### src/rtl/icache_refill_ctrl_pkg.sv
// -----------------------------------------------------------------------------
// icache_refill_ctrl_pkg
//
// Shared definitions for the instruction-cache refill path. The cache and the
// refill controller both import this package so that they agree on where the
// word offset and the line index start inside a fetch address.
//
// Contents:
//   LINE_WORDS   words per cache line (the cache has a 2-bit word offset)
//   WORD_BYTES   bytes per memory beat
//   LINE_W       bits per cache line
//   OFFSET_LSB   lowest bit of the word offset   (fetch_addr[3:2])
//   INDEX_LSB    lowest bit above the line offset (fetch_addr[31:4] = line)
//   BEAT_W       width of the beat counter
//   refill_state_e  IDLE / FETCH / DONE state encoding
//   line_base()     line-aligned base address of a byte address
//   is_misaligned() true when a byte address is not word aligned
// -----------------------------------------------------------------------------
package icache_refill_ctrl_pkg;

    localparam int LINE_WORDS = 4;
    localparam int WORD_BYTES = 4;
    localparam int LINE_W     = 128;
    localparam int OFFSET_LSB = 2;
    localparam int INDEX_LSB  = 4;
    localparam int BEAT_W     = 2;

    localparam logic [31:0] LINE_MASK = 32'((1 << INDEX_LSB) - 1);
    localparam logic [31:0] WORD_MASK = 32'((1 << OFFSET_LSB) - 1);

    typedef enum logic [1:0] {
        ST_IDLE  = 2'd0,
        ST_FETCH = 2'd1,
        ST_DONE  = 2'd2
    } refill_state_e;

    // Clears the byte-within-line bits, giving the address of beat 0.
    function automatic logic [31:0] line_base(input logic [31:0] addr);
        return addr & ~LINE_MASK;
    endfunction

    // Instruction fetches must be word aligned.
    function automatic logic is_misaligned(input logic [31:0] addr);
        return (addr & WORD_MASK) != 32'd0;
    endfunction

endpackage

### src/rtl/icache_refill_ctrl_line_assembler.sv
// -----------------------------------------------------------------------------
// icache_refill_ctrl_line_assembler
//
// Beat counter plus line buffer. Each load writes wdata into the word slot
// selected by the beat counter and advances the counter; word 0 occupies the
// least significant bits of the line so that it matches cache offset 0.
//
// Ports:
//   clk        rising-edge clock
//   rst        asynchronous active-high reset (counter and buffer to 0)
//   clear      restart at beat 0 for a new line (buffer contents are kept,
//              every slot is overwritten before the line is used)
//   load       store wdata at the current beat and advance the counter
//   wdata      beat data from memory
//   beat       index of the word the next load will fill
//   full       this load fills the final word: the line is complete
//   line_next  buffer contents including the word being loaded this cycle
// -----------------------------------------------------------------------------
module icache_refill_ctrl_line_assembler
    import icache_refill_ctrl_pkg::*;
#(
    parameter int WORD_W = 32,
    parameter int WORDS  = 4
) (
    input  logic                    clk,
    input  logic                    rst,
    input  logic                    clear,
    input  logic                    load,
    input  logic [WORD_W-1:0]       wdata,
    output logic [BEAT_W-1:0]       beat,
    output logic                    full,
    output logic [WORD_W*WORDS-1:0] line_next
);

    logic [WORD_W*WORDS-1:0] line_q;
    logic                    last_beat;

    assign last_beat = (beat == BEAT_W'(WORDS - 1));
    assign full      = load && last_beat;

    // Merge the incoming word so the controller can hand the complete line to
    // the cache on the same edge that the last beat arrives.
    always_comb begin
        line_next = line_q;
        for (int w = 0; w < WORDS; w++) begin
            if (beat == BEAT_W'(w)) begin
                line_next[w*WORD_W +: WORD_W] = wdata;
            end
        end
    end

    always_ff @(posedge clk or posedge rst) begin
        if (rst) begin
            beat   <= '0;
            line_q <= '0;
        end else if (clear) begin
            beat <= '0;
        end else if (load) begin
            line_q <= line_next;
            // Wraps back to 0 after the last word; clear also restarts it.
            beat   <= beat + BEAT_W'(1);
        end
    end

endmodule

### src/rtl/icache_refill_ctrl.sv
// -----------------------------------------------------------------------------
// icache_refill_ctrl
//
// Miss handler in front of the instruction cache's line-fill input. On a miss
// of an aligned fetch it reads the 16-byte line from word-wide instruction
// memory in 4 sequential beats, presents the assembled line for one cycle and
// stalls the fetch stage until the refill completes.
//
// Ports:
//   clk           rising-edge clock
//   rst           asynchronous active-high reset
//   fetch_addr    current fetch byte address (also drives the cache address)
//   req_valid     fetch stage wants an instruction this cycle
//   hit           cache hit flag (registered by the cache)
//   mem_rd        word read request to instruction memory
//   mem_addr      byte address of the current beat: line base + 4*beat
//   mem_ready     memory returns mem_rdata for the current beat this cycle
//   mem_rdata     read data for the current beat
//   data_line     assembled line for the cache's DataLine input
//   line_valid    one-cycle strobe: data_line is complete
//   stall         freeze the PC / fetch stage
//   misalign_err  misaligned fetch request seen while idle
//   refill_count  completed refills, saturating at all-ones
//   dbg_state     current FSM state (refill_state_e encoding)
//
// Handshake: while mem_rd is high, mem_addr is stable and one beat is
// transferred on every cycle in which mem_ready is also high; mem_addr moves
// to the next word on the following cycle. mem_ready low simply holds the
// request (there is no timeout). line_valid has no back-pressure: the cache
// captures data_line on the strobe cycle.
//
// Timing: a miss seen in cycle T gives line_valid at T+5 at the earliest and
// IDLE again at T+6. stall is combinational on the miss in IDLE so the PC
// freezes in the miss cycle, and stays high until the cache reports a hit.
// -----------------------------------------------------------------------------
module icache_refill_ctrl
    import icache_refill_ctrl_pkg::*;
#(
    parameter int WORD_W     = 32,
    parameter int LINE_WORDS = 4,
    parameter int CNT_W      = 16
) (
    input  logic              clk,
    input  logic              rst,
    input  logic [31:0]       fetch_addr,
    input  logic              req_valid,
    input  logic              hit,
    output logic              mem_rd,
    output logic [31:0]       mem_addr,
    input  logic              mem_ready,
    input  logic [WORD_W-1:0] mem_rdata,
    output logic [LINE_W-1:0] data_line,
    output logic              line_valid,
    output logic              stall,
    output logic              misalign_err,
    output logic [CNT_W-1:0]  refill_count,
    output logic [1:0]        dbg_state
);

    // The cache's word offset is 2 bits wide, so the line geometry is fixed.
    if (LINE_WORDS != icache_refill_ctrl_pkg::LINE_WORDS ||
        WORD_W * LINE_WORDS != LINE_W) begin : g_cfg_error
        $error("icache_refill_ctrl: line must be 4 words totalling 128 bits");
    end

    refill_state_e     state;
    logic [31:0]       base;
    logic              misaligned;
    logic              miss;
    logic              beat_load;
    logic [BEAT_W-1:0] beat;
    logic              line_full;
    logic [LINE_W-1:0] line_next;

    assign misaligned = is_misaligned(fetch_addr);

    // Requests are evaluated only in IDLE; anything the fetch stage does during
    // FETCH/DONE is ignored. Reset gates both so every output is 0 while rst is
    // high, even with a request pending.
    assign miss         = !rst && (state == ST_IDLE) && req_valid && !hit && !misaligned;
    assign misalign_err = !rst && (state == ST_IDLE) && req_valid && misaligned;
    assign stall        = miss || (state != ST_IDLE);

    assign beat_load = (state == ST_FETCH) && mem_ready;

    // base is line aligned and beat <= 3, so a refill never leaves its line.
    assign mem_addr = base + {{(32 - BEAT_W - OFFSET_LSB){1'b0}}, beat, {OFFSET_LSB{1'b0}}};

    assign dbg_state = state;

    icache_refill_ctrl_line_assembler #(
        .WORD_W (WORD_W),
        .WORDS  (LINE_WORDS)
    ) u_line_assembler (
        .clk       (clk),
        .rst       (rst),
        .clear     (miss),
        .load      (beat_load),
        .wdata     (mem_rdata),
        .beat      (beat),
        .full      (line_full),
        .line_next (line_next)
    );

    always_ff @(posedge clk or posedge rst) begin
        if (rst) begin
            state        <= ST_IDLE;
            base         <= '0;
            mem_rd       <= 1'b0;
            data_line    <= '0;
            line_valid   <= 1'b0;
            refill_count <= '0;
        end else begin
            line_valid <= 1'b0;
            case (state)
                ST_IDLE: begin
                    if (miss) begin
                        base   <= line_base(fetch_addr);
                        mem_rd <= 1'b1;
                        state  <= ST_FETCH;
                    end
                end
                ST_FETCH: begin
                    // Last beat accepted: publish the line for exactly the
                    // DONE cycle; data_line then holds until the next refill.
                    if (line_full) begin
                        mem_rd     <= 1'b0;
                        data_line  <= line_next;
                        line_valid <= 1'b1;
                        state      <= ST_DONE;
                    end
                end
                ST_DONE: begin
                    if (refill_count != '1) begin
                        refill_count <= refill_count + CNT_W'(1);
                    end
                    state <= ST_IDLE;
                end
                default: begin
                    mem_rd <= 1'b0;
                    state  <= ST_IDLE;
                end
            endcase
        end
    end

endmodule

### config.mk
export PLATFORM = sky130hd
export DESIGN_NAME = icache_refill_ctrl
export DESIGN_NICKNAME = d
export VERILOG_FILES = /design/src/rtl/icache_refill_ctrl_pkg.sv /design/src/rtl/icache_refill_ctrl_line_assembler.sv /design/src/rtl/icache_refill_ctrl.sv
export SDC_FILE = /design/constraint.sdc
export NUM_CORES = 1
export LEC_CHECK = 0
export ABC_AREA = 1
export CORE_ASPECT_RATIO = 0.5
export CORE_MARGIN = 10
export CORE_UTILIZATION = 35
export CTS_CLUSTER_SIZE = 16
export DETAILED_ROUTE_END_ITERATION = 8
export DONT_BUFFER_PORTS = 1
export GPL_TIMING_DRIVEN = 0
export PLACE_DENSITY = 0.6
export SETUP_SLACK_MARGIN = 0.2
export SYNTH_ARGS = -nofsm -noshare
export SYNTH_HDL_FRONTEND = slang
export SYNTH_HIERARCHICAL = 1
export SYNTH_SLANG_ARGS = --single-unit
### constraint.sdc
create_clock -name clk -period 7 [get_ports clk]
set_input_delay 0.7 -clock clk [delete_from_list [all_inputs] [get_ports clk]]
set_output_delay 0.7 -clock clk [all_outputs]
set_load 0.01 [all_outputs]
==> impl_metrics.env, run 1 <==
export IMPL_status="complete, no violations"
export IMPL_drc=0
export IMPL_ys_ff_latch=306
export IMPL_setup_viol=0
export IMPL_p_comb_share_pct=28.6
export IMPL_switchingPower_w=0.00268
export IMPL_relSlewSlack_pct=55.6
export IMPL_synth_edf_count=0
export IMPL_hold_class="in -> async"
export IMPL_post_cts_setup_buffer_count=0
export IMPL_ant_nets=0
export IMPL_antenna_found_initial=1
export IMPL_row_count=51
export IMPL_dp_worst_setup_slack_ps=3550
export IMPL_fin_crit_sh_pct=43.9
export IMPL_drt_pass1_iterations=5
export IMPL_crit_family="buffers and inverters"
export IMPL_wl_met2_um=20100
export IMPL_finalPower_w=0.00680
export IMPL_cts_sinks=306
export IMPL_synth_compound_area_share_pct=0.284
export IMPL_syn_inst=1808
export IMPL_grt_usage_pct=16.6
export IMPL_cp_slowest_cell="buf_16"
export IMPL_max_cap_viol_count=0
export IMPL_syn_area_per_cell_um2=7.55
export IMPL_tightest_slew_ps=667
export IMPL_post_route_cells_drive_above_1_share_pct=8.03
export IMPL_ys_seq_area_share_pct=56.1
export IMPL_clkPwrFrac_pct=25.9
export IMPL_grt_max_degree=90
export IMPL_dr_total_vias=11100
export IMPL_wl_met1_um=17100
export IMPL_cts_reportedPaths_clkPinSlew_ps=70
export IMPL_start_kind="input port"
export IMPL_crit_chain="inv_8 > buf_16 > nand3_1 > nor2_2 > nand3_2 > buf_2 > nand2_1"
export IMPL_internal_power_w=0.00412
export IMPL_critPathArrivalTime_ps=2370
export IMPL_fin_skew_ps=18.3
export IMPL_htreeDepth=1
export IMPL_hold_viol_final=0
export IMPL_cts_resized=0
export IMPL_synth_adder_area_share_pct=0.458
export IMPL_synthesis_area_um2=13600
export IMPL_start_util_pct=35.3
export IMPL_finalSetupTns_ps=0
export IMPL_worst_setup_path_type="in -> out"
export IMPL_insertion_delay_ps=590
export IMPL_fmax_mhz=326
export IMPL_yosys_area_share_simple_pct=37.8
export IMPL_synth_top_family_by_area="simple AND/OR/NAND/NOR gates"
export IMPL_num_nets_final=1918
export IMPL_synth_xor_area_share_pct=0.449
export IMPL_dp_cells=2341
export IMPL_ctsHoldBuffers=0
export IMPL_clockRootBuffer="clkbuf_16"
export IMPL_p_leak_nw=8.86
export IMPL_highest_layer="met4"
export IMPL_setup_ws_ps=3930
export IMPL_crit_required_ps=6300
export IMPL_grt_overflow_total=0
export IMPL_tritoncts="done"
export IMPL_p_sw_share_pct=39.4
export IMPL_synthMuxAreaShare_pct=0
export IMPL_die_w_um=299
export IMPL_rsz0062_at_grt="no"
export IMPL_maxSlewViolCount=0
export IMPL_final_cell_mix="1315 x nand2_1, 306 x dfrtp_1, 55 x buf_2"
export IMPL_synth_warnings=6
export IMPL_critPathBufInv=3
export IMPL_numCtsBuffers=31
export IMPL_area_growth_pct=13.2
export IMPL_cp_end_kind="primary output"
export IMPL_layout_commonest_cell="nand2_1"
export IMPL_port_buffers=0
export IMPL_ir_drop_v=0.000211
export IMPL_cpPeakStageDelay_ps=420
export IMPL_seqPwrFrac_pct=45.5
export IMPL_drt_total_wl_um=40600
export IMPL_antenna_cells=0
export IMPL_grt_first_pass_wirelength_um=63600
export IMPL_rrSetupSlack_ps=4060
export IMPL_fillers=3985
export IMPL_cts_max_path_buffers=3
export IMPL_crit_fanout=89
export IMPL_gp_congestion=0.831
export IMPL_power_density_nw_per_um2=440
export IMPL_via_per_inst=4.62
export IMPL_async_flop_share_pct=100
export IMPL_die_y_um=160
export IMPL_coreArea_um2=38700
export IMPL_drtIter0Drc=1094
export IMPL_io_pins=251
export IMPL_synth_cell_types=24
export IMPL_ys_flop_type="dfrtp_1"
export IMPL_wl_met3_um=2190
export IMPL_min_period_ps=3070
export IMPL_drt_wirelength_per_cell_um=16.9
export IMPL_grt_pass1_vias=10600
export IMPL_final_cell_count_no_fill=2398
export IMPL_die_area_um2=47800
export IMPL_place_detailed_hpwl_um=29900
[cells by family (layout without fill, tap and decap cells)]
family,count (synthesis),count (layout)
compound gates,7,7
xor+xnor,7,7
fa+ha+maj,5,5
buf+inv,123,182
flops,306,306
other cells,1,2
simple gates,1359,1359
[stage by stage]
step           utilization [%]  hold WS, ps  cell area [µm²]
2_1_floorplan                -          449            13700
3_3_place_gp              37.0          461            14300
3_5_place_dp              37.2          465            14400
4_1_cts                   40.0         38.8            15500
5_1_grt                   40.0         60.9            15500
6_report                  40.0         37.8            15500
[sequential cells by signal, indices dropped and copies added (netlist names)]
name                     count
u_line_assembler/beat        2
mem_rd                       1
dbg_state                    2
line_valid                   1
base                        28
data_line                  128
u_line_assembler/line_q    128
refill_count                16
[final cells by class]
class                      instances  area (µm²)  area share (%)
tap                              530         663            4.29
timing repair buffer               2        55.1           0.356
buffer                            94         553            3.58
clock buffer                      39         846            5.47
inverter                          29         121           0.785
clock inverter                    18         228            1.47
multi-input combinational       1380        5330            34.5
sequential                       306        7660            49.5
[final timing paths]
kind,start,to,depth (start not counted)
max,rst,stall,7
min reg2reg,u_line_assembler/line_q[18],u_line_assembler/line_q[18],2
max in group asynchronous,rst,refill_count[10],2
max reg2reg,u_line_assembler/beat[0],data_line[41],11
min in group clk,fetch_addr[15],base[15],2
min,rst,u_line_assembler/line_q[51],1
[cell usage after synthesis, types with 3 or more instances]
library cell | number | share of area (%)
nand2_1 | 1315 | 36
inv_2 | 3 | 0.082
clkbuf_1 | 13 | 0.36
nand2_2 | 3 | 0.14
dfrtp_1 | 306 | 56
buf_4 | 8 | 0.44
nor2_2 | 4 | 0.18
ha_1 | 5 | 0.46
clkbuf_2 | 3 | 0.11
xor2_1 | 3 | 0.19
buf_6 | 13 | 1.1
nor2_1 | 19 | 0.52
nand4_1 | 5 | 0.23
xnor2_1 | 4 | 0.26
buf_2 | 55 | 2.0
nand3_1 | 9 | 0.33
o21ai_0 | 5 | 0.18
nand3_2 | 3 | 0.22
inv_1 | 26 | 0.71
[metal layers]
metal / global-route usage, % / vias to the layer above
li1: - / 5511
met1: 20.7 / 5254
met2: 29.0 / 242
met3: 3.18 / 68
met4: 4.80 / 0
met5: 0 / -
[power by group through the flow]
stage	registers (W)	logic, W	clock network, W
3_3_place_gp	0.00313	0.00190	0
6_report	0.00309	0.00194	0.00176
5_1_grt	0.00317	0.00226	0.00188
3_5_place_dp	0.00314	0.00194	0
2_1_floorplan	0.00294	0.00150	0
4_1_cts	0.00311	0.00196	0.00180
Power figures use the tool's default switching activity.
==> run 2, diff against run 1 <==
clock period = 3.2 ns   (was 7 ns; I/O delays follow)
==> run 2 against run 1 <==
Effect of this change: global-route usage is 1.1 points higher; clock power is 110% higher; critical path depth is 4 higher; register-to-register slack worse by 3500 ps; count of clock-buffer cells in the layout is 5 lower; core utilization is 2.3 points higher; sequential power is 120% higher; via count is 3.7% higher.
==> impl_metrics.env, run 2 (synthesis gave the netlist of run 1 again) <==
export IMPL_status="complete, no violations"
export IMPL_hold_class="in -> reg"
export IMPL_p_sw_share_pct=39.1
export IMPL_htreeDepth=1
export IMPL_r2r_start="u_line_assembler/beat[0]"
export IMPL_crit_required_ps=3710
export IMPL_crit_top_cell="buf_2"
export IMPL_grt_first_pass_wirelength_um=67600
export IMPL_switchingPower_w=0.00589
export IMPL_drc=0
export IMPL_start_util_pct=35.3
export IMPL_row_count=51
export IMPL_start_kind="flip-flop"
export IMPL_min_delay_path_depth=4
export IMPL_hold_viol_final=0
export IMPL_io_pins=251
export IMPL_via_per_inst=4.66
export IMPL_reg2reg_to="data_line[25]"
export IMPL_cp_slowest_cell="dfrtp_1"
export IMPL_antenna_cells=0
export IMPL_rrSetupSlack_ps=560
export IMPL_final_cell_mix="1315 x nand2_1, 306 x dfrtp_1, 64 x dlygate4sd3_1"
export IMPL_relSlewSlack_pct=27.1
export IMPL_insertion_delay_ps=570
export IMPL_num_nets_final=1987
export IMPL_max_cap_viol_count=0
export IMPL_critPathBufInv=6
export IMPL_min_delay_worst_endpoint="data_line[72]"
export IMPL_hp_start="mem_rdata[8]"
export IMPL_min_period_ps=2640
export IMPL_post_route_cells_drive_above_1_share_pct=7.92
export IMPL_grt_overflow_total=0
export IMPL_port_buffers=0
export IMPL_drt_pass1_iterations=5
export IMPL_critPathArrivalTime_ps=3150
export IMPL_place_detailed_hpwl_um=30600
export IMPL_die_w_um=299
export IMPL_cts_reportedPaths_clkPinSlew_ps=70
export IMPL_die_y_um=160
export IMPL_worst_setup_path_type="reg -> reg"
export IMPL_ant_nets=0
export IMPL_clockRootBuffer="clkbuf_16"
export IMPL_drt_total_wl_um=43000
export IMPL_cpPeakStageDelay_ps=550
export IMPL_drt_wirelength_per_cell_um=17.5
export IMPL_r2r_cells=11
export IMPL_p_comb_share_pct=30.1
export IMPL_fmax_mhz=379
export IMPL_area_growth_pct=19.7
export IMPL_crit_fanout=10
export IMPL_fin_skew_ps=11.7
export IMPL_crit_chain="ha_1 > buf_2 > buf_2 > nand2_1 > inv_1 > nand3_1 > inv_1 > buf_2 > buf_2 > nand2_1 > nand2_1"
export IMPL_crit_family="buffers and inverters"
export IMPL_grt_max_degree=42
export IMPL_cp_end_kind="flip-flop"
export IMPL_tritoncts="done"
export IMPL_seqPwrFrac_pct=44.9
export IMPL_cts_max_path_buffers=3
export IMPL_fin_crit_sh_pct=82.5
export IMPL_power_density_nw_per_um2=922
export IMPL_internal_power_w=0.00918
export IMPL_drtIter0Drc=953
export IMPL_utilization_pct=42.3
export IMPL_maxSlewViolCount=0
export IMPL_cts_sinks=306
export IMPL_gp_congestion=0.824
export IMPL_p_leak_nw=9.23
export IMPL_setup_viol=0
export IMPL_rsz0062_at_grt="no"
export IMPL_largestRegisters="data_line: 128 flops, u_line_assembler/line_q: 128 flops, base: 28 flops"
export IMPL_clkPwrFrac_pct=25.0
export IMPL_layout_commonest_cell="nand2_1"
export IMPL_ir_drop_v=0.000517
export IMPL_antenna_found_initial=0
export IMPL_coreArea_um2=38700
export IMPL_die_area_um2=47800
export IMPL_grt_usage_pct=17.7
export IMPL_cts_resized=0
export IMPL_dp_cells=2347
export IMPL_grt_pass1_vias=11400
export IMPL_final_cell_count_no_fill=2462
export IMPL_dr_total_vias=11500
export IMPL_numCtsBuffers=29
export IMPL_tightest_slew_ps=1090
-- run 2: cell types whose count changed in the layout (fill, tap and decap cells not counted), sizes merged --
cell         previous run  this run
bufinv                  4         6
clkinv                  7         8
inv                    31        29
dlygate4sd3             0        64
clkbuf                 55        50
clkinvlp                5         2
buf                    80        87
-- run 2: through the flow --
step                      area, µm²  hold slack, ps  setup TNS (ps)  total power, W  worst slack [ps]
after detailed placement      14700             257               0          0.0113               353
after floorplan               13800             425         -159430         0.00985             -1060
after global placement        14500             429         -476810          0.0111             -2560
after global routing          16300            22.4               0          0.0162               330
final                         16300            19.9               0          0.0151               559
after CTS                     16300           0.236               0          0.0152               522
-- run 2: layout make-up --
cell class | count | area, µm²
sequential | 306 | 7660
fill | 3917 | 22300
timing repair buffer | 73 | 828
clock inverter | 16 | 249
inverter | 29 | 121
buffer | 94 | 722
tap | 530 | 663
multi-input combinational | 1380 | 5340
clock buffer | 34 | 764
-- run 2: worst min-delay path, cell delays in order --
cell and delay, ps:
nand2_1 30, nand2_1 90, nand2_1 70, nand2_1 50
-- run 2: power groups by stage --
stage	Combinational (W)	Clock, W	Sequential [W]
after floorplan	0.00342	0	0.00642
after global placement	0.00431	0	0.00684
after detailed placement	0.00443	0	0.00686
after CTS	0.00456	0.00387	0.00681
after global routing	0.00523	0.00402	0.00695
final	0.00453	0.00377	0.00677
-- run 2: worst max path at each step --
stage	start	to	slack (ps)	cells past startpoint
final	u_line_assembler/beat[0]	data_line[25]	560	11
after global routing	u_line_assembler/beat[0]	data_line[80]	330	11
after CTS	u_line_assembler/beat[0]	data_line[48]	520	11
after detailed placement	rst	u_line_assembler/line_q[103]	350	14
after global placement	rst	u_line_assembler/line_q[104]	-2560	13
after floorplan	rst	u_line_assembler/line_q[0]	-1060	12
-- run 2: metal layers --
metal / part of all wire, % / wire length, µm / up-vias / GRT usage [%]
li1: - / - / 5648 / -
met1: 43 / 18600 / 5488 / 23.0
met2: 49 / 21000 / 278 / 30.2
met3: 5.3 / 2280 / 68 / 2.94
met4: 2.7 / 1150 / 0 / 4.96
met5: 0 / 0 / - / 0
-- run 2: timing repair --
action                     4_1_cts  5_1_grt
hold endpoints to repair       270        0
hold buffers                    65        0
setup endpoints to repair        0        0
buffers inserted                 0        0
==> run 3, diff against run 2 <==
PLACE_DENSITY = 0.62   (was 0.6)
clock period = 2.29 ns   (was 3.2 ns; I/O delays follow)
==> run 3 against run 2 <==
Effect of this change: worst hold slack gained 28 ps; register-to-register slack got worse by 260 ps; maximum frequency up 33%; cell count grew 0.69%; critical endpoint is now u_line_assembler/line_q[76]; highest routed layer unchanged.
==> impl_metrics.env, run 3 (synthesis gave the netlist of run 1 again) <==
export IMPL_grt_max_degree=40
export IMPL_start_util_pct=35.3
export IMPL_ir_drop_v=0.000669
export IMPL_crit_fanout=10
export IMPL_drt_total_wl_um=42500
export IMPL_dr_total_vias=11600
export IMPL_relSlewSlack_pct=42.2
export IMPL_drt_pass1_iterations=6
export IMPL_hp_start="fetch_addr[1]"
export IMPL_finalSetupTns_ps=0
export IMPL_grt_first_pass_wirelength_um=67900
export IMPL_status="complete, no violations"
export IMPL_area_sequential_um2=7660
export IMPL_fillers=3919
export IMPL_drc=0
export IMPL_final_cell_mix="1315 x nand2_1, 302 x dfrtp_1, 69 x dlygate4sd3_1"
export IMPL_dp_cells=2348
export IMPL_htreeDepth=1
export IMPL_p_leak_nw=9.36
export IMPL_die_y_um=160
export IMPL_min_period_ps=1990
export IMPL_antenna_found_initial=0
export IMPL_crit_required_ps=2760
export IMPL_numCtsBuffers=30
export IMPL_cp_end_kind="flip-flop"
export IMPL_p_comb_share_pct=30.2
export IMPL_hold_class="in -> reg"
export IMPL_dp_worst_setup_slack_ps=-413
export IMPL_largestRegisters="data_line: 128 flops, u_line_assembler/line_q: 128 flops, base: 28 flops"
export IMPL_drt_wirelength_per_cell_um=17.2
export IMPL_place_detailed_hpwl_um=30900
export IMPL_cts_max_path_buffers=3
export IMPL_area_growth_pct=22.4
export IMPL_maxSlewViolCount=0
export IMPL_setup_ws_ps=301
export IMPL_switchingPower_w=0.00836
export IMPL_tritoncts="done"
export IMPL_num_nets_final=1999
export IMPL_post_route_cells_drive_above_1_share_pct=9.49
export IMPL_layout_commonest_cell="nand2_1"
export IMPL_setup_viol=0
export IMPL_fmax_mhz=503
export IMPL_hold_viol_final=0
export IMPL_p_sw_share_pct=38.9
export IMPL_final_cell_count_no_fill=2479
export IMPL_coreArea_um2=38700
export IMPL_rsz0062_at_grt="yes"
export IMPL_grt_pass1_vias=11600
export IMPL_multi_input_area_um2=5370
export IMPL_tightest_slew_ps=864
export IMPL_worst_setup_path_type="reg -> reg"
export IMPL_clockRootBuffer="clkbuf_16"
export IMPL_antenna_cells=0
export IMPL_drtIter0Drc=852
export IMPL_cts_reportedPaths_clkPinSlew_ps=70
export IMPL_port_buffers=0
export IMPL_cpPeakStageDelay_ps=500
export IMPL_max_cap_viol_count=0
export IMPL_io_pins=251
export IMPL_internal_power_w=0.0131
export IMPL_via_per_inst=4.67
export IMPL_cp_slowest_cell="dfrtp_2"
export IMPL_r2r_start="dbg_state[0]"
export IMPL_start_kind="flip-flop"
export IMPL_gp_congestion=0.822
export IMPL_grt_usage_pct=17.6
export IMPL_critPathArrivalTime_ps=2460
export IMPL_power_density_nw_per_um2=1290
export IMPL_crit_chain="nor2_4 > nand3_2 > nor2_2 > nand3_2 > buf_4 > inv_2 > buf_8 > inv_4 > nand2_4 > inv_4 > buf_8 > buf_6 > nand2_1 > nand2_1"
export IMPL_die_w_um=299
export IMPL_insertion_delay_ps=580
export IMPL_die_area_um2=47800
export IMPL_seqPwrFrac_pct=44.2
export IMPL_cts_sinks=306
export IMPL_ant_nets=0
export IMPL_fin_skew_ps=21.9
export IMPL_grt_overflow_total=0
export IMPL_fin_crit_sh_pct=86.8
export IMPL_row_count=51
export IMPL_critPathLaunch="dbg_state[0]"
export IMPL_clkPwrFrac_pct=25.6
-- run 3: cell count changes in the layout (fill, tap and decap cells not counted), sizes merged --
cell         previous run  this run
buf                    87        94
bufinv                  6         5
clkbuf                 50        57
clkinv                  8         6
clkinvlp                2         4
dlygate4sd3            64        69
inv                    29        28
-- run 3: worst paths after layout --
| path | end | slack (ps) | cells after the start |
|---|---|---|---|
| max in group asynchronous | u_line_assembler/line_q[120] | 820 | 5 |
| max reg2reg | u_line_assembler/line_q[76] | 300 | 14 |
| min in group asynchronous | refill_count[8] | 90 | 2 |
| max | u_line_assembler/line_q[76] | 300 | 14 |
| min | dbg_state[0] | 50 | 4 |
| min reg2reg | u_line_assembler/line_q[43] | 480 | 2 |
-- run 3: worst max-delay path: cells and delay by family, from the launching register on --
kind	cells	cell delay (ps)
flip-flops	1	500
AND/OR/NAND/NOR	7	650
buffers and inverters	7	730
-- run 3: power groups by stage --
stage	Clock, W	Sequential [W]	Combinational [W]
detailed placement	0	0.00960	0.00622
floorplan	0	0.00898	0.00479
finish	0.00550	0.00950	0.00647
global placement	0	0.00956	0.00601
global route	0.00589	0.00974	0.00746
CTS	0.00561	0.00955	0.00647
-- run 3: layout make-up --
| type | count | share of cell area [%] |
|---|---|---|
| clock buffers | 42 | 5.31 |
| multi-input cells | 1380 | 32.1 |
| repair buffers | 84 | 5.71 |
| plain buffers | 94 | 5.00 |
| flip-flops and latches | 306 | 45.9 |
| well taps | 530 | 3.97 |
| inverters | 29 | 0.726 |
| clock inverters | 14 | 1.31 |
-- run 3: stage by stage --
step	util (%)	hold slack [ps]	cell area (µm²)	power, W
2_1_floorplan	-	334	13800	0.0138
3_3_place_gp	37.5	339	14500	0.0156
3_5_place_dp	38.0	53.2	14700	0.0158
4_1_cts	43.0	-105	16600	0.0216
5_1_grt	43.2	39.2	16700	0.0231
6_report	43.2	47.7	16700	0.0215
-- run 3: metal layers --
metal | track usage, % | share of wire (%)
met4 | 4.55 | 2.5
met3 | 3.08 | 5.2
met5 | 0 | 0
met1 | 21.8 | 42
met2 | 31.4 | 51
-- run 3: what timing repair did --
action	in CTS	in global routing
setup buffers	1	2
endpoints found under the hold margin	368	6
hold buffers	71	1
resized for setup	34	36
setup endpoints to repair	131	236
pin swaps	1	2
==> RTL change: new RTL, config.mk and constraints of run 3 <==
Change the parameter `CNT_W` from 16 to 32.
--- a/src/rtl/icache_refill_ctrl.sv
+++ b/src/rtl/icache_refill_ctrl.sv
@@ -40,3 +40,3 @@
     parameter int LINE_WORDS = 4,
-    parameter int CNT_W      = 16
+    parameter int CNT_W      = 32
 ) (
Interface: changed (resized refill_count); port bits go from 251 to 267. The function was not compared with the original's and may differ.
==> RTL change against run 3 <==
Setup slack got worse by 0.044 ns; routed wire length rose by 12%; sequential power barely moved; power fell by 2.7%; sequential cell count rose by 16; area after synthesis rose by 8.6%; final area rose by 7.8%.
==> RTL change: results (changes against run 3) <==
stage,metric,value,unit,change
routing,post-DR vias/cell,4.75,,was 4.67
status,status,completed,,unchanged
setup_path,Register-to-Register Path Depth,10,,was 14
logic_synthesis,Netlist cell types,29,,was 24
power_and_ir_drop,VDD IR max,595,uV,was 669 uV
placement,dpl hpwl,34400,um,was 30900 um
logic_synthesis,register area share after synthesis,54.4,%,was 56.1%
global_routing,met2 GRT Util,31.6,%,was 31.4%
logic_synthesis,top area cells in the synthesized netlist,"dfrtp_1, nand2_1, buf_2",,unchanged
global_routing,routing usage on met3,3.13,%,was 3.08%
cells_and_area,share of layout cells above drive strength 1,8.82,%,was 9.49%
cells_and_area,FILL cells,4178,,was 3919
timing,clock skew,0.0258,ns,was 0.0219 ns
setup_path,critical path arrival,2.54,ns,was 2.46 ns
routing,wire per inst,17.4,um,was 17.2 um
global_routing,pin count of the biggest net entering global routing,43,,was 40
logic_synthesis,commonest cells in the netlist,"nand2_1, dfrtp_1, nor2_1",,"was nand2_1, dfrtp_1, buf_2"
placement,Placer Congestion,0.910,,was 0.822
setup_path,FF-to-FF End,data_line[93],,was u_line_assembler/line_q[76]
setup_path,reg2reg setup slack,0.26,ns,was 0.30 ns
global_routing,first-pass GRT wire length,73700,um,was 67900 um
cells_and_area,biggest regs,"data_line: 128 flops, u_line_assembler/line_q: 128 flops, refill_count: 32 flops",,"was data_line: 128 flops, u_line_assembler/line_q: 128 flops, base: 28 flops"
min_path,hold path start,fetch_addr[0],,was fetch_addr[1]
routing,initial DRC count,1050,,was 852
setup_path,R2R Path Start,dbg_state[1],,was dbg_state[0]
clocking,CTS Buf Count,30,,unchanged
placement,dpl cells,2596,,was 2348
routing,Pre-antenna DRT Iters,5,,was 6
timing,Fin Hold WS,0.0442,ns,was 0.0477 ns
min_path,hold path endpoint,base[9],,was dbg_state[0]
cells_and_area,post-route insts no fill,2734,,was 2479
logic_synthesis,syn avg cell area,7.38,um2,was 7.55 um2
setup_path,family with the most delay on the worst path,simple AND/OR/NAND/NOR gates,,was buffers and inverters
global_routing,met1 Use GR,22.4,%,was 21.8%
cells_and_area,final layout net count,2206,,was 1999
setup_path,"slowest stage delay, CP",0.47,ns,was 0.50 ns
power_and_ir_drop,Leak,9.98,nW,was 9.36 nW
global_routing,vias in the first global route,12500,,was 11600
timing,relative slew slack,44.8,%,was 42.2%
placement,Post-DP Area,15900,um2,was 14700 um2
min_path,hold depth,5,,was 4
==> RTL change: cell type report <==
cell class	instances	area (um2)	area share (%)
Timing Repair Buffer	89	1020	5.67
Antenna cell	2	5.00	0.0278
Clock inverter	9	174	0.965
Sequential cell	322	8060	44.7
Multi-Input combinational cell	1549	6100	33.9
Inverter	43	176	0.979
Clock buffer	46	891	4.94
Buffer	96	857	4.76
Tap cell	577	722	4.01
Timing Repair inverter	1	5.00	0.0278
==> RTL change: kinds of logic (layout without fill, tap and decap cells) <==
group	after synthesis	in the layout	share of synthesized area, %
AO/OA/AOI/OAI	6	6	0.228
XOR/XNOR	12	12	0.709
adder cells (fa/ha/maj)	5	5	0.422
buffers and inverters	139	284	4.85
flip-flops	322	322	54.4
other	1	4	0.0253
AND/OR/NAND/NOR	1524	1524	39.4
==> RTL change: worst max path at each step <==
stage	start	to	slack [ns]	cells past startpoint
final	dbg_state[1]	data_line[93]	0.26	10
after global routing	dbg_state[0]	u_line_assembler/line_q[76]	0.19	14
after CTS	u_line_assembler/beat[0]	data_line[93]	0.19	11
after detailed placement	u_line_assembler/beat[0]	data_line[91]	-0.79	11
after global placement	rst	u_line_assembler/line_q[108]	-3.68	13
after floorplan	rst	u_line_assembler/line_q[0]	-2.09	12
==> RTL change: worst reg2reg max path: cells and delay by family (launching register included) <==
kind | cells | cell delay, ns
AND/OR/NAND/NOR | 5 | 0.78
flip-flops | 1 | 0.47
buffers and inverters | 5 | 0.68
==> RTL change: timing repair <==
item                                    CTS  global route
buffers inserted                          2             3
pin swaps                                 1             2
gates resized for setup                  40            28
hold endpoints to repair                421             0
endpoints found under the setup margin  132           246
gates cloned                              1             1
hold buffers                             76             0
==> RTL change: power by group <==
part	switching, mW	leakage, nW	internal, mW	total, mW
registers	1.95	4.31	7.56	9.52
clock network	2.27	0.521	3.14	5.41
logic	3.76	5.15	2.21	5.97
total	7.99	9.98	12.9	20.9
==> RTL change: per-layer routing <==
layer | up-vias | routed length, um
li1 | 6276 | -
met1 | 6215 | 19600
met2 | 393 | 23500
met3 | 89 | 2870
met4 | 0 | 1540
met5 | - | 0
==> RTL change: per-stage QoR <==
stage | power [mW] | worst slack [ns] | utilization, %
after floorplan | 13.4 | -2.09 | -
after global placement | 15.0 | -3.68 | 37.6
after detailed placement | 15.3 | -0.794 | 38.0
after CTS | 21.0 | 0.191 | 42.7
after global routing | 22.3 | 0.189 | 43.0
final | 20.9 | 0.257 | 43.0
